### src/rtl/kernel_fetch.sv
// -----------------------------------------------------------------------------
// kernel_fetch
// Read sequencer between the kernel memory and the convolution group. It loads
// the memory read pointer with a configured start address, pops a window of
// (len+1) words, repeats the window (rpt+1) times and presents the words as a
// valid/ready stream. The memory's one-cycle pop-to-data latency is hidden by
// a 2-entry output buffer plus a single in-flight flag.
//
// Optional feature: define KERNEL_FETCH_ABORT_EN to add the 'abort' input,
// which flushes the fetcher back to IDLE from any busy state.
//
// Ports:
//   clk, rst            clock, synchronous active-high reset
//   cfg_start/len/rpt   window start address, words-1, passes-1
//   cfg_val / cfg_rdy   configuration handshake (cfg_rdy high only in IDLE)
//   mem_rd_addr(_set)   memory read-pointer load
//   mem_rd_data(_pop)   memory read data (valid the cycle after a pop) / pop
//   ker_data/val/rdy    output stream, ker_last marks the last word of a pass
//   done                one-cycle pulse after the final word is consumed
//   abort               (KERNEL_FETCH_ABORT_EN only) flush to IDLE
// -----------------------------------------------------------------------------
module kernel_fetch #(
  parameter int GROUP_NB   = 4,
  parameter int KER_WIDTH  = 16,
  parameter int MEM_AWIDTH = 16,
  parameter int RPT_WIDTH  = 8
) (
  input  logic                          clk,
  input  logic                          rst,
`ifdef KERNEL_FETCH_ABORT_EN
  input  logic                          abort,
`endif
  input  logic [MEM_AWIDTH-1:0]         cfg_start,
  input  logic [MEM_AWIDTH-1:0]         cfg_len,
  input  logic [RPT_WIDTH-1:0]          cfg_rpt,
  input  logic                          cfg_val,
  output logic                          cfg_rdy,
  output logic [MEM_AWIDTH-1:0]         mem_rd_addr,
  output logic                          mem_rd_addr_set,
  input  logic [GROUP_NB*KER_WIDTH-1:0] mem_rd_data,
  output logic                          mem_rd_data_pop,
  output logic [GROUP_NB*KER_WIDTH-1:0] ker_data,
  output logic                          ker_val,
  input  logic                          ker_rdy,
  output logic                          ker_last,
  output logic                          done
);

  localparam int DW = GROUP_NB * KER_WIDTH;

  typedef enum logic [1:0] {
    IDLE   = 2'd0,
    LOAD   = 2'd1,
    STREAM = 2'd2,
    DRAIN  = 2'd3
  } state_t;

  state_t                state_q, state_d;
  logic [MEM_AWIDTH-1:0] start_q, start_d;
  logic [MEM_AWIDTH-1:0] len_q, len_d;
  logic [RPT_WIDTH-1:0]  rpt_q, rpt_d;
  logic [MEM_AWIDTH-1:0] word_cnt_q, word_cnt_d;
  logic [RPT_WIDTH-1:0]  pass_cnt_q, pass_cnt_d;
  logic                  infl_q, infl_d;
  logic                  infl_last_q, infl_last_d;
  // Buffer entry 0 is always the head; entry 1 is valid only when entry 0 is.
  logic                  val0_q, val0_d, val1_q, val1_d;
  logic                  last0_q, last0_d, last1_q, last1_d;
  logic [DW-1:0]         data0_q, data0_d, data1_q, data1_d;
  logic                  done_q, done_d;

  logic                  abort_s;
  logic                  hs_s;
  logic [1:0]            occ_s;
  logic                  room_s;
  logic                  pop_s;
  logic                  tag_s;

`ifdef KERNEL_FETCH_ABORT_EN
  assign abort_s = abort;
`else
  assign abort_s = 1'b0;
`endif

  assign hs_s   = val0_q & ker_rdy;
  // Words held or owed: buffered entries plus the word the memory is returning.
  assign occ_s  = 2'(val0_q) + 2'(val1_q) + 2'(infl_q);
  // A word leaving this cycle frees a slot for a word popped this cycle.
  assign room_s = (occ_s - 2'(hs_s)) < 2'd2;
  assign pop_s  = (state_q == STREAM) && room_s && !abort_s;
  assign tag_s  = (word_cnt_q == len_q);

  assign cfg_rdy         = (state_q == IDLE);
  assign mem_rd_addr_set = (state_q == LOAD);
  assign mem_rd_addr     = start_q;
  assign mem_rd_data_pop = pop_s;
  assign ker_data        = data0_q;
  assign ker_val         = val0_q;
  assign ker_last        = last0_q;
  assign done            = done_q;

  // Next-state, counters, in-flight tracking and output buffer update.
  always_comb begin
    state_d     = state_q;
    start_d     = start_q;
    len_d       = len_q;
    rpt_d       = rpt_q;
    word_cnt_d  = word_cnt_q;
    pass_cnt_d  = pass_cnt_q;
    val0_d      = val0_q;
    val1_d      = val1_q;
    last0_d     = last0_q;
    last1_d     = last1_q;
    data0_d     = data0_q;
    data1_d     = data1_q;
    done_d      = 1'b0;
    infl_d      = pop_s;
    infl_last_d = 1'b0;

    if (pop_s) begin
      infl_last_d = tag_s;
    end else begin
      infl_last_d = 1'b0;
    end

    // Head leaves on a handshake; the second entry moves up.
    if (hs_s) begin
      data0_d = data1_q;
      last0_d = last1_q;
      val0_d  = val1_q;
      val1_d  = 1'b0;
    end else begin
      val1_d  = val1_q;
    end

    // Returning memory word lands in the first free slot after the shift.
    if (infl_q) begin
      if (!val0_d) begin
        data0_d = mem_rd_data;
        last0_d = infl_last_q;
        val0_d  = 1'b1;
      end else begin
        data1_d = mem_rd_data;
        last1_d = infl_last_q;
        val1_d  = 1'b1;
      end
    end else begin
      data1_d = data1_d;
    end

    case (state_q)
      IDLE: begin
        if (cfg_val) begin
          start_d    = cfg_start;
          len_d      = cfg_len;
          rpt_d      = cfg_rpt;
          word_cnt_d = '0;
          pass_cnt_d = '0;
          state_d    = LOAD;
        end else begin
          state_d    = IDLE;
        end
      end
      LOAD: begin
        state_d = STREAM;
      end
      STREAM: begin
        if (pop_s) begin
          word_cnt_d = word_cnt_q + MEM_AWIDTH'(1);
          if (tag_s) begin
            if (pass_cnt_q != rpt_q) begin
              pass_cnt_d = pass_cnt_q + RPT_WIDTH'(1);
              word_cnt_d = '0;
              state_d    = LOAD;
            end else begin
              state_d    = DRAIN;
            end
          end else begin
            state_d = STREAM;
          end
        end else begin
          state_d = STREAM;
        end
      end
      DRAIN: begin
        // Finish when the buffer empties at the end of this cycle, so done and
        // cfg_rdy appear together right after the final handshake.
        if (!val0_d && !infl_d) begin
          state_d = IDLE;
          done_d  = 1'b1;
        end else begin
          state_d = DRAIN;
        end
      end
      default: begin
        state_d = IDLE;
      end
    endcase

    if (abort_s && (state_q != IDLE)) begin
      state_d = IDLE;
      val0_d  = 1'b0;
      val1_d  = 1'b0;
      infl_d  = 1'b0;
      done_d  = 1'b0;
    end else begin
      done_d  = done_d;
    end
  end

  // State and datapath registers with synchronous reset.
  always_ff @(posedge clk) begin
    if (rst) begin
      state_q     <= IDLE;
      start_q     <= '0;
      len_q       <= '0;
      rpt_q       <= '0;
      word_cnt_q  <= '0;
      pass_cnt_q  <= '0;
      infl_q      <= 1'b0;
      infl_last_q <= 1'b0;
      val0_q      <= 1'b0;
      val1_q      <= 1'b0;
      last0_q     <= 1'b0;
      last1_q     <= 1'b0;
      data0_q     <= '0;
      data1_q     <= '0;
      done_q      <= 1'b0;
    end else begin
      state_q     <= state_d;
      start_q     <= start_d;
      len_q       <= len_d;
      rpt_q       <= rpt_d;
      word_cnt_q  <= word_cnt_d;
      pass_cnt_q  <= pass_cnt_d;
      infl_q      <= infl_d;
      infl_last_q <= infl_last_d;
      val0_q      <= val0_d;
      val1_q      <= val1_d;
      last0_q     <= last0_d;
      last1_q     <= last1_d;
      data0_q     <= data0_d;
      data1_q     <= data1_d;
      done_q      <= done_d;
    end
  end

endmodule

### config.mk
export PLATFORM = sky130hd
export DESIGN_NAME = kernel_fetch
export DESIGN_NICKNAME = d
export VERILOG_FILES = /design/src/rtl/kernel_fetch.sv
export SDC_FILE = /design/constraint.sdc
export NUM_CORES = 1
export LEC_CHECK = 0
export BUFFER_PORTS_ARGS = -buffer_cell sky130_fd_sc_hd__buf_2
export CORE_MARGIN = 5
export CORE_UTILIZATION = 48
export CTS_BUF_LIST = sky130_fd_sc_hd__clkbuf_16
export CTS_CLUSTER_DIAMETER = 40
export DETAILED_ROUTE_END_ITERATION = 12
export MAX_ROUTING_LAYER = met4
export PLACE_DENSITY = 0.83
export SYNTH_ARGS = -nofsm -noshare
export SYNTH_HDL_FRONTEND = slang
export SYNTH_SLANG_ARGS = --single-unit
### constraint.sdc
create_clock -name clk -period 2.9 [get_ports clk]
set_input_delay 0.58 -clock clk [delete_from_list [all_inputs] [get_ports clk]]
set_output_delay 0.58 -clock clk [all_outputs]
set_load 0.1 [all_outputs]
==> results of run 1 <==
## cell type report
cell class,count,area [µm²]
Antenna cell,2,5.00
Tap cell,220,275
Clock inverter,24,171
Multi-Input combinational cell,750,3910
Sequential cell,201,4030
Clock buffer,31,776
Inverter,9,46.3
Fill cell,1387,6300
Timing Repair Buffer,209,1190
## worst max path at each step
stage / startpoint / end
2_1_floorplan: ker_val / mem_rd_data_pop
3_3_place_gp: ker_rdy / mem_rd_data_pop
3_5_place_dp: ker_rdy / word_cnt_q[15]
4_1_cts: ker_val / mem_rd_data_pop
5_1_grt: ker_val / mem_rd_data_pop
6_report: ker_val / mem_rd_data_pop
## cells in the mapped netlist (8+ instances only)
cell type  number  area, µm²
o2111ai_1       8       70.1
a311oi_1       65        569
nand2_1       359       1350
xor2_1         24        210
clkbuf_1       68        255
o21ai_0         9       45.0
inv_1           8       30.0
nor2_1         86        323
a21oi_1       109        546
dfxtp_1       201       4020
nand3_1        16       80.1
xnor2_1        11       96.3
## per-stage QoR
step	instances	power [mW]	instance area (µm²)
2_1_floorplan	1038	3.32	8240
3_3_place_gp	1386	3.50	9380
3_5_place_dp	1386	3.51	9380
4_1_cts	1444	6.85	10400
5_1_grt	1446	7.03	10400
6_report	1446	6.80	10400
## worst register-to-register path: cells and delay by family (launching register included)
family                     cells  cell delay, ns
buffers and inverters          4            0.38
muxes                          1            0.35
DFF                            1            0.34
and+or+nand+nor                2            0.46
adders and majority gates      2            0.47
AOI/OAI and AO/OA              3            0.49
## flip-flops by register name, indices dropped and copies added (netlist names), 2 cells and up
name and flops:
data1_q 64, ker_data 64, len_q 16, mem_rd_addr 16, word_cnt_q 16, pass_cnt_q 8, rpt_q 8, state_q 2
## timing repair
item | CTS | global route
hold buffers | 0 | 0
setup buffers | 3 | 0
resized for setup | 4 | 5
pin swaps | 1 | 1
endpoints found under the setup margin | 1 | 1
## per-layer routing
metal  global-route usage [%]  vias to the layer above
met3                     4.03                       40
li1                         -                     3846
met2                     35.4                      262
met4                     5.41                        0
met5                        -                        -
met1                     28.2                     3695
## where the power goes
group | leakage [nW] | switching, mW | internal [mW] | total [mW]
Clock | 0.461 | 1.30 | 2.03 | 3.34
Sequential | 1.63 | 0.0362 | 2.81 | 2.85
Combinational | 2.06 | 0.442 | 0.171 | 0.612
Total | 4.14 | 1.78 | 5.02 | 6.80
## cells by family (layout without fill, tap and decap cells)
kind of cell	after synthesis	count (layout)	synth area share (%)
other	0	2	0
adders and majority gates	4	4	0.608
AOI/OAI and AO/OA	211	211	17.4
muxes	1	1	0.182
and+or+nand+nor	499	499	24.8
xor gates and xnor gates	35	35	3.73
DFF	201	201	48.9
buffers and inverters	87	273	4.36
==> qor.txt, run 1 <==
CP startpoint kind: register
H-tree depth reported by CTS: 1
setup TNS: 0 ns
Avg Inst Size Synth: 7.93 µm²
Worst Path Required: 2.32 ns
dpl ws: 0.0849 ns
worst path bufs/invs: 4
Worst-Skew Late Latency: 0.52 ns
vias per cell: 5.42
IO Pins: 194
drc violations: 0
Rel. slew slack: 48.1%
crit-path max FO: 2
final global-route overflow total: 0
Hold WC Path Type: input pin to register
CP Data Arrival Time: 2.25 ns
Yosys reg bits: 201
Final Hold Fails: 0
setup violators final: 0
1st-pass router iterations: 5
Final Hold Slack: 0.289 ns
Clock Sinks: 201
root buffer cell: clkbuf_16
VDD IR max: 490 µV
Lkg Pwr: 4.14 nW
RSZ-0062 raised after global routing: no
CTS tree: yes
Mapped Nets: 1150
die height: 141 µm
largest net degree at the start of global routing: 94
Tmin final: 2.83 ns
most frequent cells in the layout: nand2_1 (357), dfxtp_1 (199), buf_2 (191)
commonest non-fill, non-tap cell in the layout: nand2_1
clock-pin slew on the worst setup and hold paths: 0.05 ns
WL met1: 9520 µm
Max Cap Violations: 0
Power per Cell Area: 654 nW/µm²
worst flop-to-flop path startpoint: ker_val
detailed placement HPWL: 14000 µm
iteration-0 DRC count of the detailed router: 482
Routed met2 length: 10800 µm
total track usage: 21.8%
R2R depth: 12
Worst path depth: 9
synthesized cell area: 8230 µm²
vias in the first global route: 7342
Yosys cell types: 48
r2r endpoint: word_cnt_q[15]
Area Overhead vs Synth: 26.4%
global-route wire length before repair: 36000 µm
max frequency: 354 MHz
worst setup path class: register to output pin
total clock buffers created by CTS: 30
top routing layer in use: met4
Core Footprint: 16700 µm²
worst-margin pin slew: 0.779 ns
Die ar.: 19900 µm²
hold_sp: cfg_start[1]
Final Cycle Share: 97.5%
Hold Path Depth: 3
fraction of layout cells with a size suffix above 1: 23.4%
Syn Inst Count: 1038
drt total wl: 22300 µm
initial core utilization: 49.3%
Rows: 47
initial antenna violation count: 2
Critical-path top delay cell: mux2_4
post-route setup slack: 0.0737 ns
Chip Width: 141 µm
FF-to-FF setup slack: 0.33 ns
placer's final routability congestion estimate: 0.859
max-slew violations: 0
cells along the critical path: nand2_2, inv_2, ha_4, inv_2, ha_4, a21oi_4, mux2_4, clkinv_8, buf_16
Synth async-reset ratio: 0%
run status: completed
met3 WL: 1410 µm
Core Util, Final: 62.3%
sequential element share of the synthesized area: 48.9%
Clock Skews: 0.0115 ns
Main synth FF type: dfxtp_1
CP endpoint kind: output pin
Synth warnings: 0
PortBufs: 193
family with the most delay on the worst path: adder cells
clock buffer depth: 3
nets: 1313
post-DR wirelength/cell: 15.4 µm
ANT nets after route: 0
Post-synth EDFFs: 0
WHS Endpoint: mem_rd_addr[1]
CP max stage delay: 0.35 ns
via count: 7843
(Power assumes the default switching activity.)
==> inputs of run 2 (changes only) <==
--- a/config.mk
+++ b/config.mk
@@ -7,12 +7,12 @@
 export LEC_CHECK = 0
 export BUFFER_PORTS_ARGS = -buffer_cell sky130_fd_sc_hd__buf_2
 export CORE_MARGIN = 5
-export CORE_UTILIZATION = 48
-export CTS_BUF_LIST = sky130_fd_sc_hd__clkbuf_16
+export CORE_UTILIZATION = 50
+export CTS_BUF_LIST = sky130_fd_sc_hd__clkbuf_4
 export CTS_CLUSTER_DIAMETER = 40
 export DETAILED_ROUTE_END_ITERATION = 12
 export MAX_ROUTING_LAYER = met4
-export PLACE_DENSITY = 0.83
+export PLACE_DENSITY = 0.86
 export SYNTH_ARGS = -nofsm -noshare
 export SYNTH_HDL_FRONTEND = slang
 export SYNTH_SLANG_ARGS = --single-unit
==> run 2 against run 1 <==
First-iteration DRC count rose by 14%. Critical path type unchanged. Fmax fell by 1.2%. Sequential power barely moved.
==> qor.txt, run 2 (synthesized netlist as in run 1, its figures left out) <==
run status: completed
R2R depth: 14 (+2)
Internal: 4.09 mW (-19%)
Clock Skews: 0.0438 ns (+0.0323 ns)
Finished Layout Cells: 1480 (+2.4%)
final global-route overflow total: 0 (unchanged)
clock power share: 39.4% (-9.7 points)
design area: 10100 µm² (-3.2%)
NetSw: 1.61 mW (-9.6%)
initial core utilization: 51.4% (+2.2 points)
Tmin final: 2.86 ns (+0.0336 ns)
clock buffer depth: 3 (unchanged)
Chip Width: 138 µm (-1.9%)
Power per Cell Area: 566 nW/µm² (-13%)
Max Cap Violations: 0 (unchanged)
vias in the first global route: 7773 (+5.9%)
r2r endpoint: word_cnt_q[7]
Worst Path Required: 2.32 ns (about the same)
drt total wl: 22300 µm (+0.18%)
placed cell count: 1383 (-0.22%)
hold_sp: mem_rd_data[16]
Final Hold Slack: 0.170 ns (-0.120 ns)
Rel. slew slack: 49.2% (+1.1 points)
FF-to-FF setup slack: 0.28 ns (-0.05 ns)
worst setup path class: register to output pin
FILL cells: 1406 (+1.4%)
via count: 7871 (+0.36%)
total clock buffers created by CTS: 50 (+67%)
commonest non-fill, non-tap cell in the layout: nand2_1
area post-placement: 9370 µm² (-0.11%)
Final Cycle Share: 98.6% (+1.2 points)
die height: 138 µm (-1.9%)
Area Overhead vs Synth: 22.4%
grt met2 use: 38.6% (+3.2 points)
WHS Endpoint: data1_q[16]
CP startpoint kind: register
crit-path max FO: 2 (unchanged)
iteration-0 DRC count of the detailed router: 549 (+14%)
CP Data Arrival Time: 2.28 ns (+0.03 ns)
grt met1 use: 27.8% (-0.39 points)
largest net degree at the start of global routing: 121 (+29%)
total track usage: 23.1% (+1.4 points)
GR peak layer: met2
Rows: 46 (-2.1%)
sequential power share: 49.9% (+8.0 points)
Core Util, Final: 62.9% (+0.67 points)
Hold WC Path Type: input pin to register
Hold Path Depth: 3 (unchanged)
H-tree depth reported by CTS: 2 (+1)
global-route wire length before repair: 37000 µm (+2.6%)
Worst-Skew Late Latency: 0.65 ns (+0.13 ns)
worst-margin pin slew: 0.762 ns (-0.0168 ns)
RSZ-0062 raised after global routing: yes
VDD IR max: 313 µV (-36%)
nets: 1337 (+1.8%)
CP endpoint kind: output pin
clock-pin slew on the worst setup and hold paths: 0.08 ns (+0.03 ns)
ANT nets after route: 0 (unchanged)
most frequent cells in the layout: nand2_1 (357), dfxtp_1 (199), buf_2 (191)
initial antenna violation count: 1 (-1)
vias per cell: 5.32 (-1.9%)
placer's final routability congestion estimate: 0.886 (+3.2%)
grt met3 use: 4.93% (+0.90 points)
Lkg Pwr: 4.06 nW (-2.0%)
Die ar.: 19100 µm² (-3.7%)
setup TNS: 0 ns (unchanged)
drc violations: 0 (unchanged)
Final Hold Fails: 0 (unchanged)
setup violators final: 0 (unchanged)
combinational share of power: 10.7% (+1.7 points)
Core Footprint: 16000 µm² (-4.2%)
max-slew violations: 0 (unchanged)
Switching Fraction: 28.3% (+2.1 points)
worst flop-to-flop path startpoint: ker_val
PortBufs: 193 (unchanged)
detailed placement HPWL: 14400 µm (+2.6%)
post-DR wirelength/cell: 15.1 µm (-2.1%)
IO Pins: 194 (unchanged)
fraction of layout cells with a size suffix above 1: 25.1% (+1.7 points)
CTS tree: yes
Clock Sinks: 201 (unchanged)
max frequency: 350 MHz (-1.2%)
1st-pass router iterations: 5 (unchanged)
root buffer cell: clkbuf_4
[run 2: changes by cell type in the layout (fill, tap and decap cells not counted), moves of 2 or more]
cell        delta
clkbuf_4      +69
buf_4          +5
clkinv_1      +11
inv_1          -2
clkinvlp_4     -4
clkinv_4       -2
clkinv_2       -3
clkbuf_16     -31
inv_6          -3
[run 2: area by class of cell]
class                      count  area [µm²]  share of cell area, %
timing repair buffer         213        1200                   11.9
tap                          216         270                   2.68
inverter                       9        48.8                  0.485
sequential                   201        4030                   40.0
antenna                        1        2.50                 0.0249
multi-input combinational    750        3910                   38.8
clock inverter                21        90.1                  0.895
clock buffer                  69         518                   5.14
[run 2: worst max-delay path: stages (launching register included)]
cell      delay (ns)
dfxtp_4         0.35
nand2_4         0.06
inv_4           0.04
ha_4            0.25
inv_2           0.04
ha_4            0.21
a21oi_4         0.12
mux2_4          0.36
clkinv_8        0.06
buf_12          0.16
[run 2: worst max path at each step]
| stage | end | startpoint | depth (start not counted) |
|---|---|---|---|
| global placement | mem_rd_data_pop | ker_rdy | 10 |
| detailed placement | word_cnt_q[9] | ker_rdy | 12 |
| global route | mem_rd_data_pop | ker_val | 9 |
| CTS | mem_rd_data_pop | ker_val | 9 |
| finish | mem_rd_data_pop | ker_val | 9 |
| floorplan | mem_rd_data_pop | ker_val | 10 |
[run 2: stage by stage]
stage          setup slack, ns  power (mW)
6_report                0.0401        5.70
5_1_grt                -0.0762        5.96
4_1_cts                -0.0263        5.76
3_5_place_dp            0.0521        3.51
3_3_place_gp             0.138        3.50
2_1_floorplan           0.0208        3.32
[run 2: timing repair]
item | CTS | global route
gates cloned | 0 | 0
setup endpoints to repair | 1 | 1
hold buffers | 0 | 0
buffers inserted | 6 | 0
pin swaps | 2 | 0
gates resized for setup | 7 | 3
[run 2: per-layer routing]
layer | share of wire, % | vias up
li1 | - | 3897
met1 | 42 | 3670
met2 | 50 | 261
met3 | 6.0 | 43
met4 | 2.3 | 0
met5 | 0 | -
[run 2: power by group through the flow]
stage          clock network [mW]  logic [mW]  registers [mW]
2_1_floorplan                   0       0.265            3.06
5_1_grt                      2.46       0.648            2.85
6_report                     2.25       0.607            2.85
3_5_place_dp                    0       0.596            2.91
4_1_cts                      2.31       0.604            2.85
3_3_place_gp                    0       0.589            2.91
==> inputs of run 3 (changes only) <==
--- a/config.mk
+++ b/config.mk
@@ -7,12 +7,13 @@
 export LEC_CHECK = 0
 export BUFFER_PORTS_ARGS = -buffer_cell sky130_fd_sc_hd__buf_2
 export CORE_MARGIN = 5
-export CORE_UTILIZATION = 50
+export CORE_UTILIZATION = 56
 export CTS_BUF_LIST = sky130_fd_sc_hd__clkbuf_4
 export CTS_CLUSTER_DIAMETER = 40
 export DETAILED_ROUTE_END_ITERATION = 12
 export MAX_ROUTING_LAYER = met4
-export PLACE_DENSITY = 0.86
+export PLACE_DENSITY = 0.91
+export SKIP_CTS_REPAIR_TIMING = 1
 export SYNTH_ARGS = -nofsm -noshare
 export SYNTH_HDL_FRONTEND = slang
 export SYNTH_SLANG_ARGS = --single-unit
==> constraint.sdc (replaced) <==
create_clock -name clk -period 2.65 [get_ports clk]
set_input_delay 0.53 -clock clk [delete_from_list [all_inputs] [get_ports clk]]
set_output_delay 0.53 -clock clk [all_outputs]
set_load 0.1 [all_outputs]
==> run 3 against run 2 <==
The run now ends with negative setup slack left. Count of clock-buffer cells in the layout is 7 lower. Final area is 1.1% lower. Clock power hardly changed. First-iteration DRC count is 49% higher. Critical path type unchanged. Largest power group unchanged.
==> qor.txt, run 3 (synthesized netlist as in run 1, its figures left out) <==
total clock buffers created by CTS: 48 (-4.0%)
Die ar.: 17200 µm² (-10%)
CP endpoint kind: output pin
initial antenna violation count: 3 (+2)
vias per cell: 5.57 (+4.8%)
max frequency: 350 MHz
1st-pass router iterations: 5 (unchanged)
FF-to-FF setup slack: 0.24 ns (-0.04 ns)
ANT nets after route: 0 (unchanged)
Hold WC Path Type: input pin to register
nets: 1336 (-0.075%)
PortBufs: 193 (unchanged)
iteration-0 DRC count of the detailed router: 819 (+49%)
fraction of layout cells with a size suffix above 1: 24.9% (-0.16 points)
via count: 7948 (+0.98%)
initial core utilization: 56.8% (+5.4 points)
failing checks: negative setup slack
total track usage: 24.6% (+1.5 points)
RSZ-0062 raised after global routing: yes
placer's final routability congestion estimate: 0.912 (+3.0%)
post-DR wirelength/cell: 15.1 µm (+0.19%)
hold_sp: cfg_rpt[2]
r2r endpoint: word_cnt_q[11]
die height: 131 µm (-5.1%)
R2R depth: 12 (-2)
commonest non-fill, non-tap cell in the layout: nand2_1
Core Footprint: 14500 µm² (-9.5%)
drt total wl: 21500 µm (-3.5%)
dpl ws: -0.0295 ns (-0.0816 ns)
Rows: 44 (-4.3%)
final global-route overflow total: 0 (unchanged)
most frequent cells in the layout: nand2_1 (357), dfxtp_1 (199), buf_2 (191)
detailed placement HPWL: 14100 µm (-2.2%)
Tmin final: 2.86 ns
run status: finished, violations left
VDD IR max: 326 µV (+4.2%)
Max Cap Violations: 0 (unchanged)
worst flop-to-flop path startpoint: ker_val
CTS tree: yes
WHS Endpoint: rpt_q[2]
Worst Path Required: 2.12 ns (-0.20 ns)
crit-path max FO: 6 (+4)
setup TNS: -0.209 ns (-0.209 ns)
worst-margin pin slew: 0.750 ns (-0.0122 ns)
setup violators final: 1 (+1)
global-route wire length before repair: 35900 µm (-2.9%)
Area Overhead vs Synth: 21.0%
Worst-Skew Late Latency: 0.63 ns (-0.02 ns)
Power per Cell Area: 608 nW/µm² (+7.5%)
worst setup path class: register to output pin
Hold Path Depth: 3 (unchanged)
H-tree depth reported by CTS: 2 (unchanged)
Rel. slew slack: 50.0% (+0.81 points)
Clock Sinks: 201 (unchanged)
post-route setup slack: -0.209 ns (-0.249 ns)
clock-pin slew on the worst setup and hold paths: 0.07 ns (about the same)
max-slew violations: 0 (unchanged)
drc violations: 0 (unchanged)
largest net degree at the start of global routing: 127 (+5.0%)
CP Data Arrival Time: 2.33 ns (+0.05 ns)
Lkg Pwr: 4.01 nW (-1.2%)
Chip Width: 131 µm (-5.1%)
Clock Skews: 0.0478 ns (+0.00399 ns)
vias in the first global route: 7642 (-1.7%)
CP startpoint kind: register
Final Hold Fails: 0 (unchanged)
FILL cells: 1156 (-18%)
IO Pins: 194 (unchanged)
clock buffer depth: 3 (unchanged)
root buffer cell: clkbuf_4
Final Cycle Share: 108%
## run 3: worst max-delay path by stage
stage | to | slack (ns) | depth (start not counted) | startpoint
global placement | word_cnt_q[13] | 0.03 | 12 | ker_rdy
detailed placement | word_cnt_q[11] | -0.03 | 12 | ker_rdy
floorplan | word_cnt_q[7] | 0.01 | 13 | ker_val
global route | mem_rd_data_pop | -0.32 | 9 | ker_val
CTS | mem_rd_data_pop | -0.45 | 8 | infl_q
finish | mem_rd_data_pop | -0.21 | 9 | ker_val
## run 3: layout make-up
class                           instances  area [µm²]  share of cell area [%]
Sequential cell                       201        4030                    40.5
Multi-Input combinational cell        750        3910                    39.3
Timing Repair Buffer                  214        1220                    12.2
Clock buffer                           62         465                    4.67
Tap cell                              184         230                    2.31
Inverter                                9        48.8                   0.490
Clock inverter                          3        46.3                   0.465
Antenna cell                            3        7.51                  0.0754
## run 3: power by group
part / switching (mW) / internal, mW
combinational: 0.480 / 0.192
sequential: 0.0403 / 3.08
clock: 1.11 / 1.16
## run 3: routing by layer
metal	routed length [µm]	GRT usage, %	vias to the layer above
li1	-	-	3887
met3	1610	5.05	50
met4	521	8.83	0
met5	0	-	-
met2	10500	39.2	332
met1	8940	31.2	3679
## run 3: per-stage QoR
step	instances	util [%]	hold slack (ns)	power, mW	area [µm²]
after CTS	1418	68.2	0.0878	6.12	9880
after detailed placement	1353	64.7	0.443	3.85	9370
after global routing	1426	68.8	0.0994	6.32	9960
after floorplan	1038	-	0.432	3.64	8280
after global placement	1353	64.7	0.439	3.84	9370
final	1426	68.8	0.135	6.06	9960
## run 3: worst max-delay path: stages (launching register included)
cell and delay [ns]:
dfxtp_4 0.36, nand2_4 0.07, inv_4 0.04, ha_4 0.25, inv_2 0.04, ha_4 0.20
a21oi_2 0.14, mux2_4 0.35, clkinv_8 0.08, buf_12 0.16
